[src/rtl/adc_capture_pkg.sv]
// rtl/adc_capture_pkg.sv - state encoding and default sizing for the ADC capture sequencer
package adc_capture_pkg;

    localparam logic [2:0] ST_IDLE  = 3'd0;
    localparam logic [2:0] ST_ARMED = 3'd1;
    localparam logic [2:0] ST_RUN   = 3'd2;
    localparam logic [2:0] ST_FLUSH = 3'd3;
    localparam logic [2:0] ST_DONE  = 3'd4;

    localparam int CNT_W_DEFAULT      = 16;
    localparam int FLUSH_IDLE_DEFAULT = 8;

endpackage

[src/rtl/cdc_sync_2ff.sv]
// rtl/cdc_sync_2ff.sv - single-bit two-flop synchronizer with async active-low reset
module cdc_sync_2ff (
    input  logic clk,
    input  logic rst_n,
    input  logic d,
    output logic q
);

    logic meta;

    // Two back-to-back flops give the first stage a full cycle to settle.
    always_ff @(posedge clk or negedge rst_n) begin
        if (!rst_n) begin
            meta <= 1'b0;
            q    <= 1'b0;
        end else begin
            meta <= d;
            q    <= meta;
        end
    end

endmodule

[src/rtl/adc_capture_ctrl.sv]
// rtl/adc_capture_ctrl.sv - capture sequencer framing the converter AXIS stream into counted packets
module adc_capture_ctrl
    import adc_capture_pkg::*;
#(
    parameter int CNT_W      = CNT_W_DEFAULT,
    parameter int FLUSH_IDLE = FLUSH_IDLE_DEFAULT
) (
    input  logic             m_axis_aclk,
    input  logic             m_axis_aresetn,
    input  logic             i_start,
    input  logic             i_abort,
    input  logic             i_trig_en,
    input  logic             i_trig,
    input  logic [CNT_W-1:0] i_pkt_len,
    input  logic [CNT_W-1:0] i_num_pkts,
    input  logic             i_fifo_full,
    output logic             o_con_adcside,
    output logic             o_con_axisside,
    input  logic             s_axis_tvalid,
    input  logic [63:0]      s_axis_tdata,
    output logic             s_axis_tready,
    output logic             m_axis_tvalid,
    output logic [63:0]      m_axis_tdata,
    output logic             m_axis_tlast,
    input  logic             m_axis_tready,
    output logic             o_busy,
    output logic             o_done,
    output logic             o_overflow,
    output logic             o_aborted,
    output logic             o_err
);

    localparam logic [7:0]       FLUSH_IDLE_C = 8'(FLUSH_IDLE);
    localparam logic [CNT_W-1:0] CNT_ONE      = CNT_W'(1);

    logic [2:0]       state;
    logic [2:0]       state_nxt;
    logic [CNT_W-1:0] pkt_len_q;
    logic [CNT_W-1:0] num_pkts_q;
    logic [CNT_W-1:0] beat_cnt;
    logic [CNT_W-1:0] pkt_cnt;
    logic [7:0]       idle_cnt;
    logic             trig_sync;
    logic             fifo_full_sync;
    logic             trig_prev;
    logic             trig_edge;
    logic             overflow_q;
    logic             aborted_q;
    logic             err_q;
    logic             start_ok;
    logic             start_bad;
    logic             beat_fire;
    logic             pkt_last;
    logic             cap_last;

    cdc_sync_2ff u_sync_trig (
        .clk   (m_axis_aclk),
        .rst_n (m_axis_aresetn),
        .d     (i_trig),
        .q     (trig_sync)
    );

    cdc_sync_2ff u_sync_fifo_full (
        .clk   (m_axis_aclk),
        .rst_n (m_axis_aresetn),
        .d     (i_fifo_full),
        .q     (fifo_full_sync)
    );

    assign start_bad = i_start && (state == ST_IDLE) && ((i_pkt_len == '0) || (i_num_pkts == '0));
    assign start_ok  = i_start && (state == ST_IDLE) && (i_pkt_len != '0) && (i_num_pkts != '0);
    assign beat_fire = (state == ST_RUN) && s_axis_tvalid && m_axis_tready;
    assign pkt_last  = (beat_cnt == (pkt_len_q - CNT_ONE));
    assign cap_last  = pkt_last && (pkt_cnt == (num_pkts_q - CNT_ONE));

    // Registered rising-edge detect on the synchronized trigger.
    always_ff @(posedge m_axis_aclk or negedge m_axis_aresetn) begin
        if (!m_axis_aresetn) begin
            trig_prev <= 1'b0;
            trig_edge <= 1'b0;
        end else begin
            trig_prev <= trig_sync;
            trig_edge <= trig_sync && !trig_prev;
        end
    end

    // State register.
    always_ff @(posedge m_axis_aclk or negedge m_axis_aresetn) begin
        if (!m_axis_aresetn) begin
            state <= ST_IDLE;
        end else begin
            state <= state_nxt;
        end
    end

    // Next-state logic; the final beat of a capture takes priority over a coincident abort.
    always_comb begin
        state_nxt = state;
        case (state)
            ST_IDLE: begin
                if (start_ok) begin
                    state_nxt = ST_ARMED;
                end
            end
            ST_ARMED: begin
                if (i_abort) begin
                    state_nxt = ST_FLUSH;
                end else if (!i_trig_en || trig_edge) begin
                    state_nxt = ST_RUN;
                end
            end
            ST_RUN: begin
                if ((beat_fire && cap_last) || i_abort) begin
                    state_nxt = ST_FLUSH;
                end
            end
            ST_FLUSH: begin
                if (!s_axis_tvalid && (idle_cnt == (FLUSH_IDLE_C - 8'd1))) begin
                    state_nxt = ST_DONE;
                end
            end
            ST_DONE: begin
                state_nxt = ST_IDLE;
            end
            default: begin
                state_nxt = ST_IDLE;
            end
        endcase
    end

    // Output decode; the stream is only connected through while running.
    always_comb begin
        o_con_adcside  = 1'b0;
        o_con_axisside = 1'b0;
        s_axis_tready  = 1'b0;
        m_axis_tvalid  = 1'b0;
        m_axis_tdata   = '0;
        m_axis_tlast   = 1'b0;
        o_done         = 1'b0;
        case (state)
            ST_RUN: begin
                o_con_adcside  = 1'b1;
                o_con_axisside = 1'b1;
                m_axis_tvalid  = s_axis_tvalid;
                m_axis_tdata   = s_axis_tdata;
                m_axis_tlast   = pkt_last;
                s_axis_tready  = m_axis_tready;
            end
            ST_FLUSH: begin
                o_con_axisside = 1'b1;
                s_axis_tready  = 1'b1;
            end
            ST_DONE: begin
                o_done = 1'b1;
            end
            default: begin
                o_done = 1'b0;
            end
        endcase
    end

    // Latched capture geometry and beat/packet counters.
    always_ff @(posedge m_axis_aclk or negedge m_axis_aresetn) begin
        if (!m_axis_aresetn) begin
            pkt_len_q  <= '0;
            num_pkts_q <= '0;
            beat_cnt   <= '0;
            pkt_cnt    <= '0;
        end else if (start_ok) begin
            pkt_len_q  <= i_pkt_len;
            num_pkts_q <= i_num_pkts;
            beat_cnt   <= '0;
            pkt_cnt    <= '0;
        end else if (beat_fire) begin
            if (pkt_last) begin
                beat_cnt <= '0;
                pkt_cnt  <= pkt_cnt + CNT_ONE;
            end else begin
                beat_cnt <= beat_cnt + CNT_ONE;
            end
        end
    end

    // Consecutive-idle counter that decides when the FIFO is drained.
    always_ff @(posedge m_axis_aclk or negedge m_axis_aresetn) begin
        if (!m_axis_aresetn) begin
            idle_cnt <= '0;
        end else if ((state != ST_FLUSH) || s_axis_tvalid) begin
            idle_cnt <= '0;
        end else begin
            idle_cnt <= idle_cnt + 8'd1;
        end
    end

    // Sticky status; an accepted start wipes the previous capture's history.
    always_ff @(posedge m_axis_aclk or negedge m_axis_aresetn) begin
        if (!m_axis_aresetn) begin
            overflow_q <= 1'b0;
            aborted_q  <= 1'b0;
            err_q      <= 1'b0;
        end else if (start_ok) begin
            overflow_q <= 1'b0;
            aborted_q  <= 1'b0;
            err_q      <= 1'b0;
        end else begin
            if (start_bad) begin
                err_q <= 1'b1;
            end
            if ((state == ST_RUN) && fifo_full_sync) begin
                overflow_q <= 1'b1;
            end
            if (i_abort && ((state == ST_ARMED) || ((state == ST_RUN) && !(beat_fire && cap_last)))) begin
                aborted_q <= 1'b1;
            end
        end
    end

    assign o_busy     = (state != ST_IDLE);
    assign o_overflow = overflow_q;
    assign o_aborted  = aborted_q;
    assign o_err      = err_q;

endmodule

[config.mk]
export PLATFORM = sky130hd
export DESIGN_NAME = adc_capture_ctrl
export DESIGN_NICKNAME = d
export VERILOG_FILES = /design/src/rtl/adc_capture_pkg.sv /design/src/rtl/cdc_sync_2ff.sv /design/src/rtl/adc_capture_ctrl.sv
export SDC_FILE = /design/constraint.sdc
export NUM_CORES = 1
export LEC_CHECK = 0
export BUFFER_PORTS_ARGS = -buffer_cell sky130_fd_sc_hd__buf_2
export CORE_MARGIN = 3
export CORE_UTILIZATION = 52
export DETAILED_ROUTE_END_ITERATION = 10
export PLACE_DENSITY = 0.93
export SLEW_MARGIN = 0
export SYNTH_ARGS = -nofsm -noshare
export SYNTH_HDL_FRONTEND = slang
export SYNTH_HIERARCHICAL = 1
export SYNTH_SLANG_ARGS = --single-unit
export TNS_END_PERCENT = 100
[constraint.sdc]
create_clock -name m_axis_aclk -period 3.6 [get_ports m_axis_aclk]
set_input_delay 0.54 -clock m_axis_aclk [delete_from_list [all_inputs] [get_ports m_axis_aclk]]
set_output_delay 0.54 -clock m_axis_aclk [all_outputs]
set_load 0.02 [all_outputs]
# Word level (Yosys, flattened, before mapping)
# Index checks and enable logic that the tools add are counted.
word_totals:
  register_bits: 84
  inputBits: 105
  output_inout_bits: 74
classes:
  n_addsub: 5
  n_eq_ne: 12
  n_mux: 26
  n_reduce_logical: 36
op_table:
  columns: ["operator", "n"]
  rows:
  - ["$mux 16", 6]
  - ["$mux 64", 1]
  - ["$add 16x1->16 const B", 2]
  - ["$eq 16x16->1", 2]
  - ["$logic_not 16->1", 2]
  - ["$reduce_bool 16->1", 2]
  - ["$sub 16x1->16 const B", 2]
  - ["$mux 3", 5]
  - ["$logic_and 1x1->1", 13]
  - ["$pmux 3 s4", 1]
  - ["$mux 1", 11]
  - ["$reduce_bool 2->1", 5]
  - ["$add 8x1->8 const B", 1]
  - ["$eq 8x3->1 const B", 1]
  - ["$mux 8", 1]
  - ["$eq 3x2->1 const B", 2]
  - ["$logic_or 1x1->1", 5]
  - ["$logic_not 1->1", 4]
  - ["$ne 2x2->1 const B", 2]
  - ["$reduce_and 4->1", 1]
  - ["$eq 3x1->1 const B", 1]
  - ["$eq 3x3->1 const B", 1]
  - ["$logic_not 3->1", 1]
  - ["$ne 3x2->1 const B", 1]
  - ["other kinds (6)", 6]

# Depth between registers and ports, before layout
logic_depth:
  depth_word: 10
  mapped_depth: 12
  ltp_nobuf: 10

# By module
# The synthesis kept the hierarchy.
modules_own_cells:
  columns: ["mod", "n_inst", "cells_per_inst", "area_each_um2", "seq_area_each_um2"]
  rows:
  - ["adc_capture_ctrl", 1, 652, 5353.9, 2001.9]
  - ["cdc_sync_2ff", 2, 2, 50.0, 50.0]

# Least setup slack after synthesis
# OpenSTA, ideal clock, no wires.
synth_timing:
  path_kind: "register to output"
  start: "register pkt_len_q[0]"
  end: "output port m_axis_tlast"
  arrival_ns: 2.270
  t_required_ns: 3.060
  setup_slack_ns: 0.790
  path_stages_with_launch: 9
  cell_sequence: "dfrtp_1 inv_1 ha_1 or3b_2 a2111oi_0 nand3b_1 o211a_1 o2111a_1 and2_1"
synth_between:
  elab_chain_cells: 3
synth_rtl:
  columns: ["element", "line_no", "source"]
  rows:
  - ["start, declared", "adc_capture_ctrl.sv:38", "logic [CNT_W-1:0] pkt_len_q;"]
  - ["start signal, assigned", "adc_capture_ctrl.sv:170", "pkt_len_q <= i_pkt_len;"]
  - ["$sub 16x1->16", "adc_capture_ctrl.sv:73", "assign pkt_last = (beat_cnt == (pkt_len_q - CNT_ONE));"]
  - ["$eq 16x16->1", "adc_capture_ctrl.sv:73", null]
  - ["$mux 1", "adc_capture_ctrl.sv:140", "case (state)"]
  - ["end, declared", "adc_capture_ctrl.sv:24", "output logic m_axis_tlast,"]
# Every way passes these cells.

# Worst setup path after layout
# Same ends and word-level chain as after synthesis.

==> qor.yml <==
status: "finished, final reports clean"
synth-async-reset-ratio: 1.00
end_kind: "output pin"
ir_worst_vdd_v: 0.000519
root_buffer: "clkbuf_8"
drtIter0Drc: 326
dieWidth_um: 108
postLayoutSetupSlackWorst_ns: 0.160
r2r_start: "pkt_len_q[0]$_DFFE_PN0P_"
slew_viol_final: 0
finClkSkew_ns: 0.0177
ys.flop_type: "dfrtp_1"
worst-path-buf-inv: 2
fmax_ghz: 0.291
synth.distinct_cells: 61
area_delta_synth_final_pct: 22.5
syn-num-nets: 766
viasPerCell: 5.54
place_ws_ns: 0.507
netlist_area_um2: 5450
coreArea_um2: 10000
die_h_um: 108
postSynthCellCount: 656
placementRows: 36
grt_start_max_net_pins: 85
drive_above_1_share: 0.266
setup_viol: 0
fill_cells: 839
place_inst: 943
ant_nets: 0
max_stage_delay_ns: 0.48
power.density_nw_per_um2: 707
required_ns: 3.06
cts_buffer_depth: 2
worst_slew_margin_rel: 0.311
cts_buffers: 9
utilization: 0.668
routed_wl_um: 14800
antenna_found_initial: 0
cts_sinks: 84
fin_crit_ns: 3.44
min-delay-start: "i_fifo_full"
yosysWarnings: 6
p_leak_nw: 3.23
portBuffers: 178
critPathTopFamily: "compound AO/OA/AOI/OAI gates"
initial_utilization: 0.545
clk_pin_slew_ns: 0.09
hold_ws_ns: 0.286
clk_latency_ns: 0.37
cp-start-kind: "flop"
grt_pass1_vias: 4982
drv_cap: 0
syn_area_per_cell_um2: 8.31
globalRouteTotalUtil: 0.247
tightest_slew_ns: 1.03
critPathArrivalTime_ns: 2.90
overflow: 0
synth_edf_count: 0
gp_congestion: 0.919
cpMaxStageDelayCell: "or3b_2"
finalHoldViolCount: 0
startpoint: "pkt_len_q[0]$_DFFE_PN0P_"
hpwl_um: 11000
layout.nets: 932
vias: 5319
min_path_type: "in -> reg"
path_max_fanout: 6
ioPinCount: 179
grt_pass1_wl_um: 23300
ys_ff_latch: 84
drtPass1Iterations: 4
num_antenna_cells: 0
fin_cells: 960
wire_per_inst_um: 15.4
cts_hold_buf: 0
cts_tree: "built"
path_cells: "inv_1 > ha_4 > or3b_2 > o21ai_0 > a21o_1 > o211a_1 > o2111a_2 > and2_1 > buf_2"
ys_seq_area_frac: 0.385
crit_type: "reg -> out"
drcViolationCount: 0
tns_ns: 0
cts.htree.levels: 3
period_share: 0.956
die-area_um2: 11800
Yosys cell counts (4+ instances only):
library cell  count  area (um^2)
o21a_1           11         82.6
a21oi_1          22          110
and2_1           66          413
xor2_1           20          175
ha_1              5         62.6
o21ai_0          23          115
nor2_1           49          184
a31oi_1           5         31.3
nor3b_1           8         60.1
clkbuf_1         23         86.3
dfrtp_1          84         2100
nand4_1          12         75.1
and3_1           14         87.6
nand2b_1          4         25.0
nor4_1           21          131
nor2b_1           9         56.3
nand3_1          17         85.1
xnor2_1          32          280
nor3_1           11         55.1
or3_1            15         93.8
inv_1            25         93.8
nand2_1         107          402
o211ai_1         13         97.6
logic make-up (layout without fill, tap and decap cells):
family / after synthesis / after routing / share of synthesized area
AOI/OAI and AO/OA: 105 / 105 / 0.132
xor gates and xnor gates: 52 / 52 / 0.0835
adders and majority gates: 5 / 5 / 0.0115
buffers and inverters: 56 / 227 / 0.0420
DFF: 84 / 84 / 0.385
muxes: 1 / 1 / 0.00184
and+or+nand+nor: 353 / 353 / 0.344
area by class of cell:
| class | instances | area, um^2 | area share |
|---|---|---|---|
| timing repair buffer | 186 | 953 | 0.143 |
| tap | 133 | 166 | 0.0249 |
| inverter | 25 | 93.8 | 0.0140 |
| clock inverter | 7 | 98.8 | 0.0148 |
| sequential | 84 | 2100 | 0.315 |
| multi-input combinational | 516 | 3140 | 0.471 |
| clock buffer | 9 | 124 | 0.0185 |
power by group:
group | internal, mW | switching [mW] | total (mW)
logic | 0.958 | 1.50 | 2.46
clock network | 0.394 | 0.366 | 0.759
registers | 1.16 | 0.340 | 1.50
through the flow:
stage,area (um^2),power (mW)
2_1_floorplan,5450,3.20
3_3_place_gp,6440,3.85
3_5_place_dp,6440,3.93
4_1_cts,6660,4.69
5_1_grt,6680,5.07
6_report,6680,4.72
worst paths after layout:
check | end | slack [ns] | cells after the start
min in group asynchronous | pkt_len_q[7]$_DFFE_PN0P_ | 0.32 | 1
min | u_sync_fifo_full/meta$_DFF_PN0_ | 0.29 | 1
min reg2reg | u_sync_trig/q$_DFF_PN0_ | 0.35 | 0
max reg2reg | beat_cnt[4]$_DFFE_PN0P_ | 0.46 | 10
max | m_axis_tlast | 0.16 | 9
max in group asynchronous | num_pkts_q[7]$_DFFE_PN0P_ | 2.59 | 1
state kept, by name, indices dropped and copies added (netlist names):
signal                 cells
u_sync_trig/meta           1
trig_prev                  1
u_sync_trig/q              1
u_sync_fifo_full/meta      1
idle_cnt                   8
pkt_len_q                 16
pkt_cnt                   16
u_sync_fifo_full/q         1
trig_edge                  1
num_pkts_q                16
state                      3
beat_cnt                  16
o_err                      1
o_overflow                 1
o_aborted                  1
cells in the final DEF (no fill, tap or decap), drive strengths merged, types with 22 or more instances in the layout:
cell and count:
buf 186, nand2 107, dfrtp 84, and2 66, nor2 49, xnor2 32
inv 26, nor4 24, o21ai 23, a21oi 22
timing repair:
action | in CTS | in global routing
endpoints found under the setup margin | 0 | 1
resized for setup | 0 | 4
setup buffers | 0 | 1
layer usage:
layer	vias to the layer above	routed length [um]	global-route usage
met1	2533	6290	0.328
met5	-	0	0
li1	2606	-	-
met4	0	212	0.0739
met2	159	7480	0.410
met3	21	803	0.0490
worst register-to-register path: cells and delay by family (launching register included):
family | cells | cell delay, ns
AOI/OAI and AO/OA | 6 | 1.35
adders and majority gates | 1 | 0.17
buffers and inverters | 1 | 0.13
DFF | 1 | 0.43
and+or+nand+nor | 2 | 0.96
Note: power is estimated with default switching activity, not from simulation.
